$ cat src/rtl/vu_vmu_ldq_issue_ctrl.sv
// vu_vmu_ldq_issue_ctrl
//
// Load-path sequencer sitting in front of the VMU reorder queue (ROQ).
// Accepts one strided vector-load command at a time, walks the element
// addresses, pairs every D$ load request with a free ROQ tag, and keeps
// count of elements still sitting in the ROQ. Once the whole command has
// been issued and writeback has drained every element, it pulses done.
//
// Ports:
//   clk, reset               clock and synchronous active-high reset
//   cmd_val/cmd_rdy          command handshake
//   cmd_base/stride/vlen     command payload (stride is two's complement)
//   roq_deq_tag_*            free-tag port from the ROQ
//   mem_req_*                D$ load request port
//   wb_data_fire             one element retired from the ROQ this cycle
//   busy                     a command is issuing or draining
//   done                     single-cycle completion pulse

module vu_vmu_ldq_issue_ctrl #(
    parameter int ADDR_SIZE    = 32,
    parameter int VLEN_SIZE    = 9,
    parameter int ROQ_TAG_SIZE = 3
) (
    input  logic                    clk,
    input  logic                    reset,
    input  logic                    cmd_val,
    output logic                    cmd_rdy,
    input  logic [ADDR_SIZE-1:0]    cmd_base,
    input  logic [ADDR_SIZE-1:0]    cmd_stride,
    input  logic [VLEN_SIZE-1:0]    cmd_vlen,
    input  logic [ROQ_TAG_SIZE-1:0] roq_deq_tag_bits,
    input  logic                    roq_deq_tag_val,
    output logic                    roq_deq_tag_rdy,
    output logic                    mem_req_val,
    input  logic                    mem_req_rdy,
    output logic [ADDR_SIZE-1:0]    mem_req_addr,
    output logic [ROQ_TAG_SIZE-1:0] mem_req_tag,
    input  logic                    wb_data_fire,
    output logic                    busy,
    output logic                    done
);

    typedef enum logic [1:0] {
        IDLE  = 2'd0,
        ISSUE = 2'd1,
        DRAIN = 2'd2
    } state_e;

    state_e                 state_q, state_d;
    logic [ADDR_SIZE-1:0]   addr_q, addr_d;
    logic [ADDR_SIZE-1:0]   stride_q, stride_d;
    logic [VLEN_SIZE-1:0]   remain_q, remain_d;
    logic [VLEN_SIZE-1:0]   outstanding_q, outstanding_d;
    logic                   done_q, done_d;

    logic                   cmd_fire;
    logic                   req_fire;
    logic                   in_issue;

    // Handshake outputs. Everything is forced low while reset is held,
    // since a synchronous reset leaves the old state visible until the edge.
    always_comb begin
        in_issue        = (state_q == ISSUE) && !reset;
        cmd_rdy         = (state_q == IDLE) && !reset;
        busy            = (state_q != IDLE) && !reset;
        done            = done_q && !reset;
        mem_req_val     = in_issue && roq_deq_tag_val;
        roq_deq_tag_rdy = in_issue && mem_req_rdy;
        mem_req_addr    = addr_q;
        mem_req_tag     = roq_deq_tag_bits;
        cmd_fire        = cmd_val && cmd_rdy;
        // Tag dequeue and D$ acceptance must happen together, so a request
        // only counts when both sides are ready in the same cycle.
        req_fire        = in_issue && roq_deq_tag_val && mem_req_rdy;
    end

    // Next-state logic for the command sequencer.
    always_comb begin
        state_d  = state_q;
        addr_d   = addr_q;
        stride_d = stride_q;
        remain_d = remain_q;
        done_d   = 1'b0;

        unique case (state_q)
            IDLE: begin
                if (cmd_fire) begin
                    addr_d   = cmd_base;
                    stride_d = cmd_stride;
                    remain_d = cmd_vlen;
                    // An empty command completes without ever leaving IDLE.
                    if (cmd_vlen == '0) begin
                        done_d = 1'b1;
                    end else begin
                        state_d = ISSUE;
                    end
                end
            end
            ISSUE: begin
                if (req_fire) begin
                    addr_d   = addr_q + stride_q;
                    remain_d = remain_q - VLEN_SIZE'(1);
                    if (remain_q == VLEN_SIZE'(1)) begin
                        state_d = DRAIN;
                    end
                end
            end
            DRAIN: begin
                if (outstanding_q == '0) begin
                    state_d = IDLE;
                    done_d  = 1'b1;
                end
            end
            default: begin
                state_d = IDLE;
            end
        endcase
    end

    // Outstanding-element counter, independent of the sequencer state so
    // early writebacks during ISSUE are accounted for. A retire seen with
    // nothing outstanding is a protocol error and is simply ignored.
    always_comb begin
        outstanding_d = outstanding_q;
        unique case ({req_fire, wb_data_fire})
            2'b10: outstanding_d = outstanding_q + VLEN_SIZE'(1);
            2'b01: begin
                if (outstanding_q != '0) begin
                    outstanding_d = outstanding_q - VLEN_SIZE'(1);
                end
            end
            default: outstanding_d = outstanding_q;
        endcase
    end

    // State registers. Reset abandons any command in flight, including a
    // pending done pulse.
    always_ff @(posedge clk) begin
        if (reset) begin
            state_q       <= IDLE;
            addr_q        <= '0;
            stride_q      <= '0;
            remain_q      <= '0;
            outstanding_q <= '0;
            done_q        <= 1'b0;
        end else begin
            state_q       <= state_d;
            addr_q        <= addr_d;
            stride_q      <= stride_d;
            remain_q      <= remain_d;
            outstanding_q <= outstanding_d;
            done_q        <= done_d;
        end
    end

endmodule
$ cat config.mk
export PLATFORM = sky130hd
export DESIGN_NAME = vu_vmu_ldq_issue_ctrl
export DESIGN_NICKNAME = d
export VERILOG_FILES = /design/src/rtl/vu_vmu_ldq_issue_ctrl.sv
export SDC_FILE = /design/constraint.sdc
export NUM_CORES = 1
export LEC_CHECK = 0
export ABC_AREA = 1
export CAP_MARGIN = 20
export CORE_UTILIZATION = 53
export DETAILED_ROUTE_END_ITERATION = 8
export PLACE_DENSITY = 0.93
export RECOVER_POWER = 25
export SYNTH_ARGS = -nofsm -noshare
export SYNTH_HDL_FRONTEND = slang
export SYNTH_SLANG_ARGS = --single-unit
$ cat constraint.sdc
create_clock -name clk -period 3 [get_ports clk]
set_input_delay 0.75 -clock clk [delete_from_list [all_inputs] [get_ports clk]]
set_output_delay 0.75 -clock clk [all_outputs]
set_load 0.01 [all_outputs]
==> results of run 1 <==
==> cell families (layout without fill, tap and decap cells) <==
group | after synthesis | after routing | share of synthesized area
fa+ha+maj | 35 | 35 | 0.0745
simple gates | 512 | 512 | 0.356
xor+xnor | 18 | 18 | 0.0264
compound gates | 185 | 185 | 0.165
buf+inv | 141 | 247 | 0.0940
flops | 85 | 85 | 0.285
==> metal layers <==
metal / vias to the layer above / track usage / part of all wire
li1: 3371 / - / -
met1: 3048 / 0.362 / 0.42
met2: 300 / 0.533 / 0.49
met3: 43 / 0.0458 / 0.063
met4: 0 / 0.129 / 0.025
met5: - / 0 / 0
==> report_power, final <==
| part | total (W) | internal, W | switching, W |
|---|---|---|---|
| Clock | 0.00115 | 0.000670 | 0.000479 |
| Combinational | 0.000912 | 0.000391 | 0.000521 |
| Sequential | 0.00132 | 0.00123 | 0.0000892 |
==> Yosys cell counts (4+ instances only) <==
| master | count | share of area |
|---|---|---|
| sky130_fd_sc_hd__o21bai_1 | 4 | 0.0050 |
| sky130_fd_sc_hd__nand3_1 | 87 | 0.073 |
| sky130_fd_sc_hd__nor2_1 | 91 | 0.057 |
| sky130_fd_sc_hd__a21oi_1 | 88 | 0.074 |
| sky130_fd_sc_hd__ha_1 | 34 | 0.071 |
| sky130_fd_sc_hd__nand2_1 | 306 | 0.19 |
| sky130_fd_sc_hd__inv_1 | 99 | 0.062 |
| sky130_fd_sc_hd__xnor2_1 | 4 | 0.0059 |
| sky130_fd_sc_hd__dfxtp_1 | 85 | 0.28 |
| sky130_fd_sc_hd__buf_1 | 5 | 0.0031 |
| sky130_fd_sc_hd__a31oi_1 | 6 | 0.0063 |
| sky130_fd_sc_hd__nand3b_1 | 4 | 0.0050 |
| sky130_fd_sc_hd__clkbuf_1 | 21 | 0.013 |
| sky130_fd_sc_hd__and2_1 | 4 | 0.0042 |
| sky130_fd_sc_hd__inv_2 | 4 | 0.0025 |
| sky130_fd_sc_hd__buf_2 | 6 | 0.0050 |
| sky130_fd_sc_hd__xor2_1 | 14 | 0.021 |
| sky130_fd_sc_hd__o21ai_0 | 72 | 0.060 |
| sky130_fd_sc_hd__buf_4 | 4 | 0.0050 |
==> per-stage QoR <==
step | cells | power [W] | area, um2
finish | 1222 | 0.00338 | 7540
global placement | 1206 | 0.00222 | 7240
detailed placement | 1206 | 0.00225 | 7240
CTS | 1222 | 0.00339 | 7540
global route | 1222 | 0.00356 | 7540
floorplan | 976 | 0.00191 | 5980
==> cell type report <==
cell class	instances	area, um2
tap	140	175
clock buffer	11	243
sequential	85	1700
inverter	104	393
fill	982	3390
multi-input combinational	750	3720
clock inverter	5	60.1
timing repair buffer	127	1250
==> worst min path at each step <==
stage                                endpoint  slack, ns  depth (start not counted)
global route        stride_q[20]$_SDFFE_PP0P_       0.49                          2
floorplan            stride_q[0]$_SDFFE_PP0P_       0.45                          2
finish              stride_q[23]$_SDFFE_PP0P_       0.47                          2
global placement    stride_q[12]$_SDFFE_PP0P_       0.46                          2
CTS                  stride_q[4]$_SDFFE_PP0P_       0.47                          2
detailed placement   stride_q[4]$_SDFFE_PP0P_       0.46                          2
==> registers in the layout (all words and copies together), names as in the netlist <==
name / flops
mem_req_addr: 32
done_q: 1
stride_q: 32
state_q: 2
outstanding_q: 9
remain_q: 9
==> worst reg2reg max path, cell delays in order, from the launching register on <==
cell and delay, ns:
sky130_fd_sc_hd__dfxtp_1 0.33, sky130_fd_sc_hd__ha_1 0.26, sky130_fd_sc_hd__fa_1 0.45, sky130_fd_sc_hd__nand3_1 0.11
sky130_fd_sc_hd__nand2_1 0.13, sky130_fd_sc_hd__nand3_1 0.10, sky130_fd_sc_hd__nand2_1 0.08, sky130_fd_sc_hd__nand2_1 0.08
sky130_fd_sc_hd__nand2_1 0.16, sky130_fd_sc_hd__nand2_1 0.15, sky130_fd_sc_hd__nand2_1 0.06, sky130_fd_sc_hd__nand2_1 0.06
sky130_fd_sc_hd__nand3_1 0.06, sky130_fd_sc_hd__nand2_1 0.08, sky130_fd_sc_hd__a21oi_1 0.06
==> flow_summary.yaml, run 1 <==
drt:
  initialDrtViolationCount: 507
  number_of_iterations_in_the_first_detailed_routing_pass: 8
  drcViolationCount: 0
  routed-via-count: 6762
  antenna_left: 0
  routedWlPerCell_um: 13.9
  wl_um: 17000
  vias_per_cell: 5.53
synthesis:
  synth_cells: 976
  synthesis.nets: 1093
  synth_async_sr_flop_share: 0
  yosys_register_bits: 85
  synth_flop_cell: "sky130_fd_sc_hd__dfxtp_1"
  ys_warn_count: 0
  synth.cell_area_mm2: 0.00598
  synth_cell_type_count: 43
  sequential_fraction_of_the_synthesis_area: 0.285
  syn_avg_cell_area_um2: 6.13
  synth_enable_flop_cells: 0
final_layout:
  design.final.nets: 1194
  layout.cells.most_common_list: "sky130_fd_sc_hd__nand2_1 (306), sky130_fd_sc_hd__inv_1 (99), sky130_fd_sc_hd__nor2_1 (91), sky130_fd_sc_hd__clkdlybuf4s50_1 (90), sky130_fd_sc_hd__a21oi_1 (88)"
  drive_above_1_share: 0.0397
  layout.core_utilization: 0.690
  diodes: 0
  flow.area_growth_from_synthesis_pct: 26.1
  layout_commonest_cell: "sky130_fd_sc_hd__nand2_1"
clock_network:
  max-clock-path-buffers: 2
  post_cts_buffers: 0
  tritoncts.num_buffers: 9
  tritoncts: "done"
  number_of_clock_sinks: 85
  hold_buffers: 0
  htree_levels: 3
  insertion_delay_ns: 0.34
  post_cts.resized_instances: 0
  ctsRootBufferMaster: "sky130_fd_sc_hd__clkbuf_16"
  cts.clk_slew.worst_paths_ns: 0.06
critical_path:
  worst-r2r-setup-slack_ns: 0.71
  critPathMaxFanout: 6
  critical_path.top_delay_family: "buffers and inverters"
  crit_path_cell_trace: "clkdlybuf4s50_1 -> inv_4 -> and3_1 -> clkdlybuf4s50_1"
  critical-path-top-cell-by-count: "sky130_fd_sc_hd__clkdlybuf4s50_1"
  crit_buf_inv: 3
  worstPathRequired_ns: 2.25
  crit_slowest_cell: "sky130_fd_sc_hd__clkdlybuf4s50_1"
  cp-start-kind: "primary input"
  rr_endpoint: "mem_req_addr[30]$_SDFFE_PP0P_"
  worstSetupEndpointType: "output port"
  cp_num_cells: 4
  timing.critical_path.to: "roq_deq_tag_rdy"
  r2r_start: "mem_req_addr[0]$_SDFFE_PP0P_"
  worstSetupStartpoint: "reset"
  rr_worst_depth: 14
  worst_path_largest_cell_delay_ns: 0.56
  cp_data_arrival_time_ns: 2.12
  setup.worst_path.class: "primary input to output port"
floorplan:
  die_w_um: 108
  core_region_area_mm2: 0.0109
  core.rowCount: 38
  dieArea_mm2: 0.0117
  top_level_ports: 122
  floorplan.initialDensity: 0.547
  die-height_um: 108
sta:
  hold_slack_ns: 0.472
  finalCritPeriodShare: 0.958
  fin_worst_skew_ns: 0.0121
  clock.fmax_mhz: 348
  drv_slew: 0
  slew_headroom: 0.586
  layout_min_cycle_time_ns: 2.87
  tightestPinTransition_ns: 0.620
  grt_setup_unrepaired: "false"
  hold_viol: 0
  final.setup.tns_ns: 0
  finalSetupViolCount: 0
  layout_setup_ws_ns: 0.126
worst_hold_path:
  hp-class: "flip-flop to flip-flop"
  min-delay-start: "stride_q[23]$_SDFFE_PP0P_"
placed_design:
  place_hpwl_um: 12500
  port-buffer-count: 115
  gp_routability_congestion: 0.996
  detailedPlace.worstSlack_ns: 0.116
global_route:
  grt_pass1_vias: 6252
  grt_antenna_before_repair: 0
  overflow: 0
  grt_max_degree: 62
  first_pass_grt_wire_length_um: 28200
  overall_routing_resource_usage: 0.302
pwr:
  vdd_drop_max_uv: 412
  powerDensity_mw_per_mm2: 448
  power_leakage_nw: 3.65
status:
  outcome: "finished clean"
flow_run:
  drv_cap: 0
(Power assumes the default switching activity.)
==> run 2, diff against run 1 <==
--- a/config.mk
+++ b/config.mk
@@ -6,7 +6,7 @@
 export NUM_CORES = 1
 export LEC_CHECK = 0
 export ABC_AREA = 1
-export CAP_MARGIN = 20
+export CAP_MARGIN = 30
 export CORE_UTILIZATION = 53
 export DETAILED_ROUTE_END_ITERATION = 8
 export PLACE_DENSITY = 0.93
==> results of run 2 <==
The final DEF is identical to that of run 1; final timing and power are the same.
==> run 3, diff against run 2 <==
--- a/config.mk
+++ b/config.mk
@@ -9,6 +9,7 @@
 export CAP_MARGIN = 30
 export CORE_UTILIZATION = 53
 export DETAILED_ROUTE_END_ITERATION = 8
+export MAX_ROUTING_LAYER = met4
 export PLACE_DENSITY = 0.93
 export RECOVER_POWER = 25
 export SYNTH_ARGS = -nofsm -noshare
==> constraint.sdc (replaced) <==
create_clock -name clk -period 2.9 [get_ports clk]
set_input_delay 0.725 -clock clk [delete_from_list [all_inputs] [get_ports clk]]
set_output_delay 0.725 -clock clk [all_outputs]
set_load 0.01 [all_outputs]
==> run 3 against run 2 <==
  * Clock-buffer cell count shrank 2
  * Sequential cell count unchanged
  * First-iteration DRC count shrank 11%
  * Combinational power grew 5.5%
  * Die area is the same
  * Clock skew is 0.0039 ns lower
  * Clock power grew 22%
  * Sequential share of layout area decreased by 0.19 points
  * Worst hold slack got worse by 0.0026 ns
  * Non-clock buffer count rose by 3
  * Cell area is 0.85% higher
  * Sequential power rose by 4%
==> flow_summary.yaml, run 3 (synthesis gave the netlist of run 1 again) <==
floorplan:
  die-height_um: 108
  floorplan.initialDensity: 0.547
  core_region_area_mm2: 0.0109
  dieArea_mm2: 0.0117
  top_level_ports: 122
  die_w_um: 108
  core.rowCount: 38
global_route:
  grt_antenna_before_repair: 0
  grt_pass1_vias: 6520
  grt_use_met2: 0.553
  first_pass_grt_wire_length_um: 29100
  overall_routing_resource_usage: 0.322
  overflow: 0
  grt_max_degree: 57
  global_route.peak_usage_layer: "met2"
  use_met3: 0.0512
  grt.met1_usage: 0.373
final_layout:
  design.final.nets: 1197
  drive_above_1_share: 0.0397
  diodes: 0
  layout.core_utilization: 0.696
  flow.area_growth_from_synthesis_pct: 27.2
  layout_commonest_cell: "sky130_fd_sc_hd__nand2_1"
  layout.cells.most_common_list: "sky130_fd_sc_hd__nand2_1 (307), sky130_fd_sc_hd__clkdlybuf4s50_1 (113), sky130_fd_sc_hd__inv_1 (99), sky130_fd_sc_hd__nor2_1 (91), sky130_fd_sc_hd__a21oi_1 (88)"
pwr:
  powerDensity_mw_per_mm2: 490
  vdd_drop_max_uv: 344
  power_leakage_nw: 3.63
critical_path:
  worstPathRequired_ns: 2.17
  setup.worst_path.class: "primary input to output port"
  cp-start-kind: "primary input"
  critPathMaxFanout: 2
  cp_data_arrival_time_ns: 2.04
  worstSetupEndpointType: "output port"
sta:
  hold_viol: 0
  grt_setup_unrepaired: "false"
  drv_slew: 0
  finalCritPeriodShare: 0.955
  clock.fmax_mhz: 361
  slew_headroom: 0.164
  layout_setup_ws_ns: 0.132
  final.setup.tns_ns: 0
  finalSetupViolCount: 0
  layout_min_cycle_time_ns: 2.77
  fin_worst_skew_ns: 0.00818
  tightestPinTransition_ns: 1.25
clock_network:
  max-clock-path-buffers: 2
  htree_levels: 3
  tritoncts.num_buffers: 9
  number_of_clock_sinks: 85
  ctsRootBufferMaster: "sky130_fd_sc_hd__clkbuf_16"
  tritoncts: "done"
  cts.clk_slew.worst_paths_ns: 0.06
  insertion_delay_ns: 0.35
  hold_buffers: 0
placed_design:
  detailedPlace.worstSlack_ns: 0.0492
  gp_routability_congestion: 0.983
  port-buffer-count: 115
  place_hpwl_um: 13000
drt:
  vias_per_cell: 5.51
  routed-via-count: 6738
  antenna_left: 0
  routedWlPerCell_um: 14.4
  wl_um: 17700
  drcViolationCount: 0
  number_of_iterations_in_the_first_detailed_routing_pass: 6
  initialDrtViolationCount: 452
status:
  outcome: "finished clean"
flow_run:
  drv_cap: 0
worst_hold_path:
  hp-class: "flip-flop to flip-flop"
## run 3: where the power goes
group          switching, W  leakage, nW  total (W)  internal (W)
sequential        0.0000945        0.700    0.00137       0.00127
combinational      0.000546         2.76   0.000962      0.000417
clock              0.000482        0.171    0.00140      0.000918
total               0.00112         3.63    0.00373       0.00261
## run 3: repair_timing
action,in CTS,in global routing
resized for setup,0,1
endpoints found under the setup margin,0,1
setup buffers,0,0
## run 3: worst paths after layout
path,startpoint,end,slack (ns),depth (start not counted)
min,stride_q[6]$_SDFFE_PP0P_,stride_q[6]$_SDFFE_PP0P_,0.47,2
max reg2reg,state_q[1]$_SDFFE_PP0P_,stride_q[2]$_SDFFE_PP0P_,0.40,9
min reg2reg,stride_q[6]$_SDFFE_PP0P_,stride_q[6]$_SDFFE_PP0P_,0.47,2
max,roq_deq_tag_val,mem_req_val,0.13,3
## run 3: worst max-delay path, cell delays in order
cell and delay (ns):
sky130_fd_sc_hd__dlygate4sd3_1 0.61, sky130_fd_sc_hd__and3_1 0.18, sky130_fd_sc_hd__clkdlybuf4s50_1 0.53
## run 3: per-stage QoR
stage	hold WS (ns)	total power, W	std cells	cell area (um2)
detailed placement	0.463	0.00233	1209	7260
global placement	0.459	0.00231	1209	7260
CTS	0.471	0.00371	1223	7610
floorplan	0.448	0.00198	976	5980
global route	0.495	0.00390	1223	7610
finish	0.469	0.00373	1223	7610
## run 3: area by class of cell
| cell class | count | area, um2 |
|---|---|---|
| clock buffer | 9 | 225 |
| clock inverter | 5 | 125 |
| fill | 949 | 3330 |
| inverter | 104 | 393 |
| multi-input combinational | 750 | 3710 |
| sequential | 85 | 1700 |
| tap | 140 | 175 |
| timing repair buffer | 130 | 1270 |
## run 3: layer usage
layer  wire length [um]  part of all wire  vias to the layer above
li1                   -                 -                     3371
met1               7450              0.42                     3038
met2               8530              0.48                      284
met3               1190             0.067                       45
met4                496             0.028                        0
met5                  0                 0                        -
